## src/rtl/shot_pkg.sv

```systemverilog
// shot_pkg
//   Shared definitions for the shot pool: slot state encoding, the
//   fixed-point width derived from the number of fraction bits, and
//   pixel <-> fixed-point conversion helpers.
//   Fixed-point values are handled at CALC_W bits inside the helpers.
//   Callers sign-extend into CALC_W and truncate the result back to their own width.
package shot_pkg;

  localparam int PIX_W  = 11;  // screen coordinate width, integer pixels
  localparam int CALC_W = 32;  // working width inside the conversion helpers

  typedef enum logic {
    IDLE = 1'b0,
    FLY  = 1'b1
  } slot_state_t;

  // Position/velocity width: 11 integer bits, the fraction, plus sign and
  // one guard bit. The guard bit lets a shot step past the screen edge
  // without wrapping.
  function automatic int fix_width(input int frac);
    return PIX_W + frac + 2;
  endfunction

  // Integer pixel -> fixed point (pixel << frac), always non-negative.
  function automatic logic signed [CALC_W-1:0] to_fixed(input logic [PIX_W-1:0] pix,
                                                        input int frac);
    logic signed [CALC_W-1:0] wide;
    wide = $signed({{(CALC_W-PIX_W){1'b0}}, pix});
    return wide <<< frac;
  endfunction

  // Fixed point -> full signed pixel (arithmetic shift, floor toward -inf).
  function automatic logic signed [CALC_W-1:0] to_pixel_full(input logic signed [CALC_W-1:0] pos,
                                                             input int frac);
    return pos >>> frac;
  endfunction

  // Fixed point -> 11-bit pixel as driven on the output bus (truncated).
  function automatic logic [PIX_W-1:0] to_pixel(input logic signed [CALC_W-1:0] pos,
                                                input int frac);
    logic signed [CALC_W-1:0] full;
    full = pos >>> frac;
    return full[PIX_W-1:0];
  endfunction

endpackage

```

## src/rtl/shot_slot.sv

```systemverilog
// shot_slot
//   One projectile slot. It holds the IDLE/FLY state, the fixed-point
//   position and the velocity, and integrates the trajectory on each frame pulse.
//   Optional feature macro: SHOT_LIFETIME_EN adds a per-slot frame counter
//   that retires the shot after LIFETIME_FRAMES frames.
// Ports
//   clk        in   system clock
//   resetN     in   synchronous active-low reset
//   alloc      in   load launch state and enter FLY (only asserted while idle)
//   dir_left   in   launch direction, 1 = toward -X
//   launch_x/y in   launch position, integer pixels
//   sof        in   start-of-frame pulse, triggers one integration step
//   collision  in   hit indication, retires the slot when flying
//   en         out  slot is flying
//   idle       out  slot is free for allocation
//   pix_x/y    out  current position, integer pixels (11-bit truncated)
module shot_slot
  import shot_pkg::*;
#(
  parameter int FRAC_BITS = 6,
  parameter int X_SPEED   = 40,
  parameter int Y_SPEED   = 20,
  parameter int Y_ACCEL   = 0,
  parameter int X_MAX     = 639,
  parameter int Y_MAX     = 479
`ifdef SHOT_LIFETIME_EN
  , parameter int LIFETIME_FRAMES = 90
`endif
) (
  input  logic             clk,
  input  logic             resetN,
  input  logic             alloc,
  input  logic             dir_left,
  input  logic [PIX_W-1:0] launch_x,
  input  logic [PIX_W-1:0] launch_y,
  input  logic             sof,
  input  logic             collision,
  output logic             en,
  output logic             idle,
  output logic [PIX_W-1:0] pix_x,
  output logic [PIX_W-1:0] pix_y
);

  localparam int FIX_W = fix_width(FRAC_BITS);
  typedef logic signed [FIX_W-1:0] fix_t;

  localparam fix_t VX_RIGHT = fix_t'(X_SPEED);
  localparam fix_t VX_LEFT  = fix_t'(-X_SPEED);
  localparam fix_t VY_INIT  = fix_t'(Y_SPEED);
  localparam fix_t AY       = fix_t'(Y_ACCEL);

  slot_state_t state_q, state_d;
  fix_t        pos_x_q, pos_x_d;
  fix_t        pos_y_q, pos_y_d;
  fix_t        vel_x_q, vel_x_d;
  fix_t        vel_y_q, vel_y_d;

  logic signed [CALC_W-1:0] pos_x_w, pos_y_w;
  logic signed [CALC_W-1:0] px_full, py_full;
  logic                     off_screen;
  logic                     expired;

  // Sign-extend into the helper width so the range check sees the true
  // signed pixel rather than the truncated output value.
  assign pos_x_w = {{(CALC_W-FIX_W){pos_x_q[FIX_W-1]}}, pos_x_q};
  assign pos_y_w = {{(CALC_W-FIX_W){pos_y_q[FIX_W-1]}}, pos_y_q};
  assign px_full = to_pixel_full(pos_x_w, FRAC_BITS);
  assign py_full = to_pixel_full(pos_y_w, FRAC_BITS);

  // The check runs on the registered position, so a shot that crosses
  // an edge is visible for one cycle and retires on the following edge.
  assign off_screen = (px_full < 0) || (px_full > X_MAX) ||
                      (py_full < 0) || (py_full > Y_MAX);

`ifdef SHOT_LIFETIME_EN
  localparam int AGE_W = $clog2(LIFETIME_FRAMES + 1);
  logic [AGE_W-1:0] age_q, age_d;

  assign expired = (age_q == AGE_W'(LIFETIME_FRAMES));

  always_comb begin
    age_d = age_q;
    if (state_q == IDLE) begin
      if (alloc) age_d = '0;
    end else if (!collision && !off_screen && !expired && sof) begin
      age_d = age_q + AGE_W'(1);
    end
  end

  always_ff @(posedge clk) begin
    if (!resetN) age_q <= '0;
    else         age_q <= age_d;
  end
`else
  assign expired = 1'b0;
`endif

  always_comb begin
    state_d = state_q;
    pos_x_d = pos_x_q;
    pos_y_d = pos_y_q;
    vel_x_d = vel_x_q;
    vel_y_d = vel_y_q;
    case (state_q)
      IDLE: begin
        if (alloc) begin
          state_d = FLY;
          pos_x_d = fix_t'(to_fixed(launch_x, FRAC_BITS));
          pos_y_d = fix_t'(to_fixed(launch_y, FRAC_BITS));
          vel_x_d = dir_left ? VX_LEFT : VX_RIGHT;
          vel_y_d = VY_INIT;
        end
      end
      FLY: begin
        // Retirement beats integration. A slot that is hit on a frame
        // pulse keeps the position it had when it was hit.
        if (collision || off_screen || expired) begin
          state_d = IDLE;
        end else if (sof) begin
          pos_x_d = pos_x_q + vel_x_q;
          pos_y_d = pos_y_q + vel_y_q;  // uses the pre-update Vy
          vel_y_d = vel_y_q + AY;
        end
      end
      default: state_d = IDLE;
    endcase
  end

  always_ff @(posedge clk) begin
    if (!resetN) begin
      state_q <= IDLE;
      pos_x_q <= '0;
      pos_y_q <= '0;
      vel_x_q <= '0;
      vel_y_q <= '0;
    end else begin
      state_q <= state_d;
      pos_x_q <= pos_x_d;
      pos_y_q <= pos_y_d;
      vel_x_q <= vel_x_d;
      vel_y_q <= vel_y_d;
    end
  end

  assign en    = (state_q == FLY);
  assign idle  = (state_q == IDLE);
  assign pix_x = to_pixel(pos_x_w, FRAC_BITS);
  assign pix_y = to_pixel(pos_y_w, FRAC_BITS);

endmodule

```

## src/rtl/shot_pool_logic.sv

```systemverilog
// shot_pool_logic
//   Multi-slot projectile engine. A rising edge on shootStart claims the
//   lowest-index free slot, which launches from Bumpy's position. Each
//   slot then integrates its own trajectory once per frame.
//   Optional feature macro: SHOT_LIFETIME_EN retires a shot after
//   LIFETIME_FRAMES frames.
// Ports
//   clk            in   system clock
//   resetN         in   synchronous active-low reset
//   startOfFrame   in   one-cycle frame pulse
//   shootStart     in   fire request (level, rising edge fires)
//   shootDirLeft   in   1 = fire toward -X
//   bumpyTopLeftX  in   launch X, integer pixels
//   bumpyTopLeftY  in   launch Y, integer pixels
//   shootCollision in   per-slot hit
//   shootEnable    out  per-slot in-flight flag
//   topLeftX       out  per-slot X, slot i at [i*11 +: 11]
//   topLeftY       out  per-slot Y, same packing
//   fireAccepted   out  pulse when a request got a slot
//   shotsFree      out  number of idle slots
module shot_pool_logic
  import shot_pkg::*;
#(
  parameter int NUM_SHOTS = 4,
  parameter int FRAC_BITS = 6,
  parameter int X_SPEED   = 40,
  parameter int Y_SPEED   = 20,
  parameter int Y_ACCEL   = 0,
  parameter int X_MAX     = 639,
  parameter int Y_MAX     = 479
`ifdef SHOT_LIFETIME_EN
  , parameter int LIFETIME_FRAMES = 90
`endif
) (
  input  logic                           clk,
  input  logic                           resetN,
  input  logic                           startOfFrame,
  input  logic                           shootStart,
  input  logic                           shootDirLeft,
  input  logic [PIX_W-1:0]               bumpyTopLeftX,
  input  logic [PIX_W-1:0]               bumpyTopLeftY,
  input  logic [NUM_SHOTS-1:0]           shootCollision,
  output logic [NUM_SHOTS-1:0]           shootEnable,
  output logic [NUM_SHOTS*PIX_W-1:0]     topLeftX,
  output logic [NUM_SHOTS*PIX_W-1:0]     topLeftY,
  output logic                           fireAccepted,
  output logic [$clog2(NUM_SHOTS+1)-1:0] shotsFree
);

  localparam int FREE_W = $clog2(NUM_SHOTS + 1);

  logic                 shoot_prev_q, shoot_prev_d;
  logic                 fire_acc_q, fire_acc_d;
  logic                 fire_rise;
  logic [NUM_SHOTS-1:0] idle_vec;
  logic [NUM_SHOTS-1:0] alloc_vec;
  logic [FREE_W-1:0]    free_cnt;

  assign fire_rise = shootStart & ~shoot_prev_q;

  // The allocator looks at the registered slot states. A slot that
  // collides in this cycle still reads as FLY, so it cannot be reused
  // until the next cycle.
  always_comb begin
    alloc_vec    = '0;
    fire_acc_d   = 1'b0;
    shoot_prev_d = shootStart;
    for (int i = 0; i < NUM_SHOTS; i++) begin
      if (fire_rise && idle_vec[i] && !fire_acc_d) begin
        alloc_vec[i] = 1'b1;
        fire_acc_d   = 1'b1;
      end
    end
  end

  always_comb begin
    free_cnt = '0;
    for (int i = 0; i < NUM_SHOTS; i++) begin
      free_cnt = free_cnt + FREE_W'(idle_vec[i]);
    end
  end

  always_ff @(posedge clk) begin
    if (!resetN) begin
      shoot_prev_q <= 1'b0;
      fire_acc_q   <= 1'b0;
    end else begin
      shoot_prev_q <= shoot_prev_d;
      fire_acc_q   <= fire_acc_d;
    end
  end

  assign fireAccepted = fire_acc_q;
  assign shotsFree    = free_cnt;

  for (genvar gi = 0; gi < NUM_SHOTS; gi++) begin : g_slot
    shot_slot #(
      .FRAC_BITS (FRAC_BITS),
      .X_SPEED   (X_SPEED),
      .Y_SPEED   (Y_SPEED),
      .Y_ACCEL   (Y_ACCEL),
      .X_MAX     (X_MAX),
      .Y_MAX     (Y_MAX)
`ifdef SHOT_LIFETIME_EN
      , .LIFETIME_FRAMES (LIFETIME_FRAMES)
`endif
    ) u_slot (
      .clk       (clk),
      .resetN    (resetN),
      .alloc     (alloc_vec[gi]),
      .dir_left  (shootDirLeft),
      .launch_x  (bumpyTopLeftX),
      .launch_y  (bumpyTopLeftY),
      .sof       (startOfFrame),
      .collision (shootCollision[gi]),
      .en        (shootEnable[gi]),
      .idle      (idle_vec[gi]),
      .pix_x     (topLeftX[gi*PIX_W +: PIX_W]),
      .pix_y     (topLeftY[gi*PIX_W +: PIX_W])
    );
  end

endmodule

```

## config.mk

```make
export PLATFORM = sky130hd
export DESIGN_NAME = shot_pool_logic
export DESIGN_NICKNAME = d
export VERILOG_FILES = /design/src/rtl/shot_pkg.sv /design/src/rtl/shot_slot.sv /design/src/rtl/shot_pool_logic.sv
export SDC_FILE = /design/constraint.sdc
export NUM_CORES = 1
export LEC_CHECK = 0
export BUFFER_PORTS_ARGS = -buffer_cell sky130_fd_sc_hd__buf_2
export CAP_MARGIN = 20
export CORE_MARGIN = 4
export CORE_UTILIZATION = 45
export CTS_CLUSTER_DIAMETER = 200
export DETAILED_ROUTE_END_ITERATION = 8
export GPL_ROUTABILITY_DRIVEN = 0
export GPL_TIMING_DRIVEN = 0
export PLACE_DENSITY = 0.74
export SYNTH_ARGS = -nofsm -noshare
export SYNTH_HDL_FRONTEND = slang
export SYNTH_SLANG_ARGS = --single-unit
export TNS_END_PERCENT = 30
```

## constraint.sdc

```tcl
create_clock -name clk -period 3.3 [get_ports clk]
set_input_delay 0.66 -clock clk [delete_from_list [all_inputs] [get_ports clk]]
set_output_delay 0.66 -clock clk [all_outputs]
set_load 0.05 [all_outputs]
```

* Word level (Yosys, flattened, before mapping) *
Cells that the tools add are included.

cells by class
  $add $sub $neg = 11
  order comparisons = 16
  equal/unequal tests = 12
  mux-type cells = 60
  bitwise operators = 6
  reductions and logical operators = 38

operators by type and width
  kind                                                         count
  2-to-1 mux 19 bit                                            33
  one-hot mux 19 bit (2 select lines)                          8
  adder 19 bit                                                 8
  less-than comparator 13 x 1 -> 1 bit, second input constant  8
  > comparator 13 x 10 -> 1 bit, second input constant         4
  > comparator 13 x 11 -> 1 bit, second input constant         4
  logical OR 1 bit                                             16
  inequality test 2 bit, second input constant                 8
  AND reduction 2 bit                                          8
  2-to-1 mux 1 bit                                             15
  AND reduction 3 bit                                          4
  inequality test 2 x 1 -> 1 bit, second input constant        4
  one-hot mux 1 bit (2 select lines)                           4
  logical AND 1 bit                                            7
  inverter 1 bit                                               5
  adder 2 x 1 -> 3 bit                                         1
  adder 3 x 1 -> 3 bit                                         1
  zero test 1 bit                                              3
  adder 1 x 1 -> 2 bit                                         1
  AND 1 bit                                                    1

storage, ports and cells
  register bits after elaboration = 310
  input port bits = 31
  output and inout bits = 96
  logic and storage cells = 165

* Depth between registers and ports, before layout *
Gate-level depths: netlist of the first run.

  depth in word-level cells = 15
  mapped depth = 9
  depth with buffers taken out = 9

* Cells and area by module *
Synthesis of the first run repeated with hierarchy kept, for this count alone.

unflattened totals
  cell total of the unflattened synthesis = 1265
  area, all modules = 10331.2 um2

by module, submodules not included
  module                             times used  cells an instance  area an instance (um2)
  shot_slot at g_slot[0].u_slot ...  3           312                2557.5
  shot_slot at g_slot[1].u_slot      1           310                2494.9
  shot_pool_logic                    1           19                 163.9

* Least setup slack after synthesis of the first run *
No wires, ideal clock.

  path type = register -> register
  start = reg, netlist name g_slot[2].u_slot.vel_x_q[17]
  end = reg g_slot[2].u_slot.pos_x_q[16]
  library setup time = 130 ps
  arrival = 2243 ps
  path slack = 927 ps
  cell stages (with the launch flop) = 9
  buffers on the path = 0
  clock period less this slack = 2373 ps
  path through = dfxtp_1 ha_1 a211oi_1 o211ai_1 a2111oi_0 nor2_1 a21oi_1 xor2_1 o22ai_1

RTL lines
  item                  line              RTL
  to (signal assigned)  shot_slot.sv:138  pos_x_q <= pos_x_d;
  to (decl)             shot_slot.sv:53   fix_t pos_x_q, pos_x_d;

* Final worst setup path of the first run *
  start = reg g_slot[3].u_slot.state_q
  end = reg g_slot[3].u_slot.pos_y_q[6]

between the ends
  cells in the longest elaborated chain, start to end = 6
  elaborated cells on any way between the ends = 9
  classes of those cells = 3 x eq/ne; 2 x mux; 1 x bitwise; 3 x reduce/logical

ends and longest elaborated chain
  item                                      line                   RTL
  from (decl)                               shot_slot.sv:52        slot_state_t state_q, state_d;
  from (signal assigned)                    shot_slot.sv:137       state_q <= state_d;
  inverter 1 bit                            -
  logical AND 1 bit (2 in series)           shot_pool_logic.sv:69  if (fire_rise && idle_vec[i] && !fire_acc_d) begin
  2-to-1 mux 1 bit                          shot_pool_logic.sv:69
  inequality test 2 x 1 -> 1 bit (no line)  -
  AND reduction 3 bit (no line)             -
  to (signal assigned)                      shot_slot.sv:139       pos_y_q <= pos_y_d;
  to (decl)                                 shot_slot.sv:54        fix_t pos_y_q, pos_y_d;

Several ways; a longest one is shown, not always the timed one.
A chain may end at the register's enable or synchronous reset.

==> metrics.csv, run 1 <==
metric,value,unit
synthArstFlopShare,0,%
yosysTopAreaCell,dfxtp_1,
clk_latency,0.43,ns
criticalPathCategory,flop to flop,
status,finished clean,
vdd.ir_drop.worst,280,uV
path_common_cell,clkbuf_1,
yosysSeqAreaShare,30.2,%
cts_buffers,17,
cp_slowest_stage_delay,0.51,ns
rsz0062_at_grt,false,
synth_nets,1382,
yosys-top-cells-count,"154 x a21oi_1, 150 x dfxtp_1, 122 x nand2_1",
switchingPower,1250,uW
dieWidth,157,microns
wirelength,32500,microns
layout-drive-gt1-share,18.3,%
syn_avg_cell_area,7.82,sq um
hpwlAfterDp,23600,microns
max_freq,331,MHz
switching_share,28.5,%
endpoint_kind,flop,
synthCells,1272,
wl_per_cell,19.0,microns
wl_met1,13300,microns
finalSetupViolCount,0,
synth_top_family_by_area,compound AO/OA/AOI/OAI gates,
avgViaCountPerCell,5.92,
drtAntennaViolNets,0,
dr.first_iter.drc_count,982,
cp.required,3.58,ns
cts_tree,done,
power_frac_seq,43.2,%
synth_most_common_cell,a21oi_1,
nFillCells,2158,
startpoint_type,flop,
antenna_found_initial,1,
io_buffer_count,126,
setup_ws,0.279,ns
cp.arrival,3.30,ns
synth-simple-area-share,19.6,%
total_leakage_power,0.00504,uW
post-place-ws,0.313,ns
power_frac_comb,12.9,%
synthXorXnorAreaFrac,5.02,%
drv_cap,0,
dr_wl_met2,14600,microns
vias,10100,
coreArea,0.0218,sq mm
crit_buf_inv,4,
ys_top_cells_by_area,"dfxtp_1 30%, ha_1 9.3%, a21oi_1 7.7%",
finalCritPeriodShare,91.5,%
synth-main-ff-cell,dfxtp_1,
synth_mux_area_share,0.918,%
tightest_slew,0.873,ns
grt_max_degree,17,
power_density,381,mW/mm^2
grt_pass1_vias,9311,
grt_use_total,25.9,%
die-area,0.0246,sq mm
antennaDiodeCount,0,
path_max_fanout,10,
grt.overflow.total,0,
cts_buffer_depth,2,
skew,0.00716,ns
synth-edff-count,0,
dpl_cell_area,0.0109,sq mm
design_area,0.0115,sq mm
critical_path.top_delay_family,buffers and inverters,
dr.pass1.iters,6,
cts_hold_buf,0,
path_cells,clkbuf_1 -> inv_1 -> or3_4 -> nor4_4 -> buf_6 -> nor2_1 -> clkbuf_1 -> o21ai_0 -> a21oi_1,
ys_ff_latch,150,
ios,127,
p_clk_share,43.8,%
clk_pin_slew,0.06,ns
routed-wl-met3,3180,microns
initial_core_util,45.7,%
fp.dieH,157,microns
post-cts-setup-buffers,0,
rows,54,
cts-root-buf,clkbuf_16,
layout_min_cycle_time,3.02,ns
drc,0,
clock-sinks,150,
maxSlewViolCount,0,
cts_resized,0,
finalPower,4380,uW
synth_compound_area_share,23.7,%
yosys_warnings,0,
yosysUniqueCellTypes,66,
netlist_area,0.00995,sq mm
finalHoldViolCount,0,
nNetsFinal,1527,
holdCritPathClass,flop to flop,
synth_fa_ha_area_share,10.3,%
slowest_stage,dfxtp_1,
fin_tns_setup,0,ns
top_layer_used,met4,
internal-power,3130,uW
area_delta_synth_final,15.5,%
relSlewSlack,41.8,%
synth_top_area_share,30.2,%
grt_pass1_wl,50100,microns
h-tree-depth,4,
## cells by family (layout without fill, tap and decap cells)
kind of cell / Yosys count / count (layout)
buffers and inverters: 179 / 336
multiplexers: 9 / 9
flip-flops: 150 / 150
AO/OA/AOI/OAI: 389 / 389
AND/OR/NAND/NOR: 409 / 409
XOR/XNOR: 57 / 57
adder cells (fa/ha/maj): 79 / 79
## layout by cell type, fill, tap and decap left out, types with 5 or more instances in the layout
cell       synthesis  routed
a21oi_1          154     154
dfxtp_1          150     150
buf_2              1     127
nand2_1          122     122
nor2_1           111     111
buf_4             92      92
o21ai_0           84      84
ha_1              74      74
clkbuf_1          56      59
nand3_1           55      55
xnor2_1           29      29
xor2_1            28      28
inv_1             27      27
nor3_1            24      24
and3_1            19      19
a31oi_1           18      18
a211oi_1          18      18
a21o_1            18      18
a22oi_1           17      17
clkbuf_16          0      17
nand4_1           13      13
o22ai_1           11      11
a221oi_1          10      10
nor3b_1           10      10
o21a_1             9       9
or3_1              9       9
nor2b_1            9       9
mux2i_1            8       8
a32oi_1            7       7
o21bai_1           7       7
or2_2              5       5
o221ai_1           5       5
fa_1               5       5
## routing by layer
metal	vias up	global-route usage (%)
li1	4808	-
met1	4705	33.7
met2	508	41.3
met3	92	5.84
met4	0	11.5
met5	-	0
## state kept, by name, summed over array words and instances, names as in the netlist
name and cells:
g_slot.u_slot.pos_y_q 68, g_slot.u_slot.pos_x_q 64, g_slot.u_slot.vel_x_q 8, g_slot.u_slot.en 4
g_slot.u_slot.vel_y_q 4, fireAccepted 1, shoot_prev_q 1
## through the flow
| stage | util [%] | hold WS, ns | instances |
|---|---|---|---|
| floorplan | - | 0.428 | 1272 |
| global placement | 50.2 | 0.443 | 1678 |
| finish | 52.8 | 0.457 | 1709 |
| detailed placement | 50.2 | 0.449 | 1678 |
| CTS | 52.8 | 0.458 | 1709 |
| global route | 52.8 | 0.472 | 1709 |
## worst min-delay path: cells and delay by family, from the launching register on
kind,cells,cell delay (ns)
DFF,1,0.31
and+or+nand+nor,1,0.05
AOI/OAI and AO/OA,1,0.05
## cell type report
class,count,area [sq um],area share [%]
buffer,151,921,8.01
clock buffer,20,437,3.80
clock inverter,11,128,1.11
inverter,28,105,0.914
multi-input combinational,943,5920,51.5
sequential,150,3000,26.1
tap,280,350,3.05
timing repair buffer,126,631,5.49
## power groups by stage
stage | logic (uW) | registers [uW] | clock network (uW)
after detailed placement | 557 | 1930 | 0
after floorplan | 387 | 1920 | 0
after global placement | 549 | 1930 | 0
after CTS | 560 | 1890 | 1930
after global routing | 603 | 1900 | 2000
final | 567 | 1900 | 1920
## worst paths after layout
kind / end / depth (start not counted) / slack [ns] / start
worst max-delay path: g_slot[3].u_slot.pos_y_q[6]$_SDFFE_PN0P_ / 9 / 0.28 / g_slot[3].u_slot.en$_SDFF_PN0_
worst min-delay path: g_slot[2].u_slot.pos_x_q[3]$_SDFFE_PN0P_ / 2 / 0.46 / g_slot[2].u_slot.pos_x_q[3]$_SDFFE_PN0P_
worst max register to register: g_slot[3].u_slot.pos_y_q[6]$_SDFFE_PN0P_ / 9 / 0.28 / g_slot[3].u_slot.en$_SDFF_PN0_
worst min register to register: g_slot[2].u_slot.pos_x_q[3]$_SDFFE_PN0P_ / 2 / 0.46 / g_slot[2].u_slot.pos_x_q[3]$_SDFFE_PN0P_
No activity file was read; power rests on OpenSTA's default activity.
==> run 2: changes to the inputs <==
Clock period 3.3 ns to 2.75 ns, I/O delays scaled along.
==> metrics.csv, run 2 (synthesized netlist as in run 1, its figures left out) <==
metric,value,unit
nNetsFinal,1527,
cts_buffers,17,
drv_cap,0,
reg.largest.list,"g_slot.u_slot.pos_y_q (68), g_slot.u_slot.pos_x_q (64), g_slot.u_slot.vel_x_q (8)",
layout_min_cycle_time,2.60,ns
grt.overflow.total,0,
internal-power,3760,uW
grt_use_total,25.9,%
path_common_cell,ha_1,
endpoint_kind,primary output,
holdCritPathClass,input pin to flop,
h-tree-depth,4,
power_frac_comb,13.0,%
path_cells,fa_1 -> inv_1 -> ha_1 -> ha_1 -> clkbuf_4,
setup_ws,0.154,ns
rsz0062_at_grt,true,
clock-sinks,150,
grt_pass1_vias,9304,
dr.pass1.iters,7,
cts_buffer_depth,2,
startpoint_type,flop,
fp.dieH,157,microns
die-area,0.0246,sq mm
vias,10100,
status,finished clean,
largest_reg_flops,68,
layout-drive-gt1-share,19.7,%
antennaDiodeCount,0,
fin_tns_setup,0,ns
power_frac_seq,43.2,%
dr.first_iter.drc_count,1017,
top_register,g_slot.u_slot.pos_y_q,
wirelength,32500,microns
dpl_cell_area,0.0109,sq mm
drc,0,
switchingPower,1500,uW
initial_core_util,45.7,%
io_buffer_count,126,
slowest_stage,fa_1,
cp_slowest_stage_delay,0.55,ns
avgViaCountPerCell,5.92,
dieWidth,157,microns
dp_cells,1678,
maxSlewViolCount,0,
ios,127,
area_delta_synth_final,16.1,%
vdd.ir_drop.worst,340,uV
rows,54,
post-route-util,53.1,%
tightest_slew,0.868,ns
cts_hold_buf,0,
final_common_cell,a21oi_1,
cts-root-buf,clkbuf_16,
coreArea,0.0218,sq mm
path_max_fanout,3,
final_cell_count_no_fill,1709,
grt_pass1_wl,50100,microns
total_leakage_power,0.00507,uW
finalCritPeriodShare,94.4,%
critical_path.top_delay_family,adder cells,
relSlewSlack,42.2,%
post-place-ws,-0.188,ns
cts_tree,done,
p_clk_share,43.8,%
grt_max_degree,17,
crit_buf_inv,2,
drtAntennaViolNets,0,
switching_share,28.5,%
antenna_found_initial,1,
design_area,0.0116,sq mm
finalHoldViolCount,0,
finalSetupViolCount,0,
hpwlAfterDp,23600,microns
criticalPathCategory,flop to primary output,
max_freq,385,MHz
wl_per_cell,19.0,microns
skew,0.0102,ns
most-common-layout-cells,"153 x a21oi_1, 144 x dfxtp_1, 126 x buf_2",
power_density,455,mW/mm^2
clk_latency,0.43,ns
clk_pin_slew,0.06,ns
cp.arrival,2.05,ns
cp.required,2.20,ns
==> run 2: cell count changes in the layout (fill, tap and decap cells not counted), moves of 3 or more <==
cell / before / now
dfxtp_2: 0 / 4
a211oi_1: 18 / 15
a211oi_2: 0 / 3
clkbuf_2: 0 / 5
dfxtp_1: 150 / 144
clkbuf_1: 59 / 53
==> run 2: per-stage QoR <==
step	hold WS (ns)	total power, uW
2_1_floorplan	0.428	2770
3_3_place_gp	0.443	2980
3_5_place_dp	0.449	2990
4_1_cts	0.385	5260
5_1_grt	0.395	5410
6_report	0.388	5260
==> run 2: worst reg2reg max path, delay by kind of cell, from the launching register on <==
kind / cells / cell delay [ns]
buf+inv: 3 / 0.67
flops: 1 / 0.42
simple gates: 4 / 1.12
compound gates: 2 / 0.25
==> run 2: power by group through the flow <==
stage	clock network, uW	logic, uW	registers, uW
after floorplan	0	465	2300
after global placement	0	659	2320
after detailed placement	0	668	2320
after CTS	2310	672	2270
after global routing	2400	726	2280
final	2310	683	2270
==> run 2: per-layer routing <==
layer / vias to the layer above / wire, microns / GRT usage [%]
met1: 4679 / 13100 / 33.7
met2: 516 / 14600 / 41.2
met4: 0 / 1540 / 11.5
met5: - / 0 / 0
met3: 113 / 3260 / 5.84
li1: 4805 / - / -
==> run 2: path summary, 6_finish.rpt <==
path | endpoint | start | slack, ns | cells past startpoint
max | shotsFree[1] | g_slot[0].u_slot.en$_SDFF_PN0_ | 0.15 | 5
min | shoot_prev_q$_SDFF_PN0_ | shootStart | 0.39 | 2
max reg2reg | g_slot[3].u_slot.pos_x_q[15]$_SDFFE_PN0P_ | g_slot[3].u_slot.en$_SDFF_PN0_ | 0.17 | 9
min reg2reg | g_slot[3].u_slot.pos_x_q[3]$_SDFFE_PN0P_ | g_slot[3].u_slot.pos_x_q[3]$_SDFFE_PN0P_ | 0.46 | 2
==> run 2: cell type report <==
cell class	instances	area, sq um
Buffer	151	931
Inverter	28	105
Clock inverter	11	128
Multi-Input combinational cell	943	5950
Timing Repair Buffer	126	633
Sequential cell	150	3020
Fill cell	2144	10200
Tap cell	280	350
Clock buffer	20	437
==> run 2: repair_timing <==
item / CTS / global route
gates resized for setup: 5 / 23
setup endpoints to repair: 30 / 52
endpoints found under the hold margin: 0 / 0
setup buffers: 0 / 0
==> run 3: changes to the inputs <==
Settings changed: PLACE_DENSITY 0.74 to 0.72.
Clock period 2.75 ns to 3.2 ns, I/O delays scaled along.
==> metrics.csv, run 3 (synthesized netlist as in run 1, its figures left out) <==
metric,value,unit
status,finished clean,
hold_start,g_slot[2].u_slot.pos_y_q[2]$_SDFFE_PN0P_,
ios,127,
hpwlAfterDp,23800,microns
rsz0062_at_grt,false,
finalHoldViolCount,0,
ff2ff_setup_slack,0.25,ns
r2r_start,g_slot[3].u_slot.en$_SDFF_PN0_,
vdd.ir_drop.worst,360,uV
slowest_stage,or3_4,
clk_latency,0.43,ns
die-area,0.0246,sq mm
cts_tree,done,
max_freq,339,MHz
largest_reg_flops,68,
vias,10100,
initial_core_util,45.7,%
r2r_cells,9,
grt_use_total,26.3,%
cp.arrival,3.23,ns
dieWidth,157,microns
clock-sinks,150,
fin_tns_setup,0,ns
grt.overflow.total,0,
tightest_slew,0.847,ns
wl_per_cell,19.3,microns
maxSlewViolCount,0,
reg.largest.list,"g_slot.u_slot.pos_y_q (68), g_slot.u_slot.pos_x_q (64), g_slot.u_slot.vel_x_q (8)",
antenna_found_initial,1,
startpoint_type,flop,
wirelength,32900,microns
cts-root-buf,clkbuf_16,
dr.pass1.iters,5,
dr.first_iter.drc_count,994,
total_leakage_power,0.00508,uW
coreArea,0.0218,sq mm
hold_end,g_slot[2].u_slot.pos_y_q[2]$_SDFFE_PN0P_,
post-route-util,53.0,%
h-tree-depth,4,
nFillCells,2138,
path_common_cell,clkbuf_1,
cts_resized,0,
multi_input_area,0.00592,sq mm
antennaDiodeCount,0,
grt_max_degree,17,
criticalPathCategory,flop to flop,
holdWs,0.457,ns
nNetsFinal,1527,
finalPower,4630,uW
cts_buffer_depth,2,
cp-startpoint,g_slot[3].u_slot.en$_SDFF_PN0_,
final-seq-area,0.00300,sq mm
cts_buffers,17,
most-common-layout-cells,"154 x a21oi_1, 150 x dfxtp_1, 127 x buf_2",
finalSetupViolCount,0,
path_max_fanout,10,
cts_hold_buf,0,
grt_pass1_wl,50800,microns
drc,0,
grt_pass1_vias,9505,
hold_depth,2,
final_common_cell,a21oi_1,
drtAntennaViolNets,0,
drv_cap,0,
area_delta_synth_final,15.9,%
fp.dieH,157,microns
avgViaCountPerCell,5.88,
cp_slowest_stage_delay,0.47,ns
finalCritPeriodShare,92.3,%
cp.required,3.48,ns
endpoint_kind,flop,
holdCritPathClass,flop to flop,
skew,0.0108,ns
clk_pin_slew,0.06,ns
path_cells,clkbuf_1 -> inv_1 -> or3_4 -> nor4_4 -> buf_6 -> nor2_1 -> clkbuf_1 -> a22oi_1 -> a21oi_1,
io_buffer_count,126,
rows,54,
post-cts-setup-buffers,0,
power_density,401,mW/mm^2
layout-drive-gt1-share,18.5,%
top_register,g_slot.u_slot.pos_y_q,
relSlewSlack,43.6,%
r2r-end,g_slot[3].u_slot.pos_x_q[11]$_SDFFE_PN0P_,
layout_min_cycle_time,2.95,ns
run 3: changes by cell type in the layout (fill, tap and decap cells not counted), moves of 3 or more:
cell,delta
dfxtp_1,+6
a211oi_1,+3
a211oi_2,-3
clkbuf_1,+4
clkbuf_2,-5
clkbuf_8,+6
dfxtp_2,-4
run 3: routing by layer:
layer	track usage [%]	wire length (microns)
met1	32.9	13100
met2	41.3	14700
met3	6.80	3160
met4	14.3	1960
met5	0	7
run 3: where the power goes:
group	switching [uW]	internal (uW)
Clock	820	1270
Sequential	49.4	1910
Combinational	406	180
Total	1280	3350
run 3: layout make-up:
| class | instances | area share [%] |
|---|---|---|
| buffer | 151 | 7.98 |
| sequential | 150 | 26.0 |
| timing repair buffer | 126 | 5.47 |
| multi-input combinational | 943 | 51.3 |
| inverter | 28 | 0.911 |
| clock buffer | 24 | 4.44 |
| tap | 280 | 3.04 |
| clock inverter | 7 | 0.792 |
run 3: worst max-delay path, delay by kind of cell, from the launching register on:
family          cells  cell delay, ns
compound gates      2            0.34
buf+inv             4            1.24
flops               1            0.42
simple gates        3            0.81
run 3: stage by stage:
step	cells	setup WS (ns)	instance area, sq um
after global placement	1678	0.255	10900
after detailed placement	1678	0.201	10900
after floorplan	1272	0.827	9950
after CTS	1709	0.262	11500
after global routing	1709	0.0129	11500
final	1709	0.247	11500
run 3: how the worst max path moves through the flow:
stage	end	slack, ns	cells after the start
floorplan	g_slot[2].u_slot.pos_x_q[16]$_SDFFE_PN0P_	0.83	8
global placement	g_slot[1].u_slot.pos_y_q[14]$_SDFFE_PN0P_	0.25	9
global route	g_slot[2].u_slot.pos_x_q[18]$_SDFFE_PN0P_	0.01	8
CTS	g_slot[2].u_slot.pos_x_q[18]$_SDFFE_PN0P_	0.26	8
detailed placement	g_slot[0].u_slot.pos_y_q[11]$_SDFFE_PN0P_	0.20	8
finish	g_slot[3].u_slot.pos_x_q[11]$_SDFFE_PN0P_	0.25	9
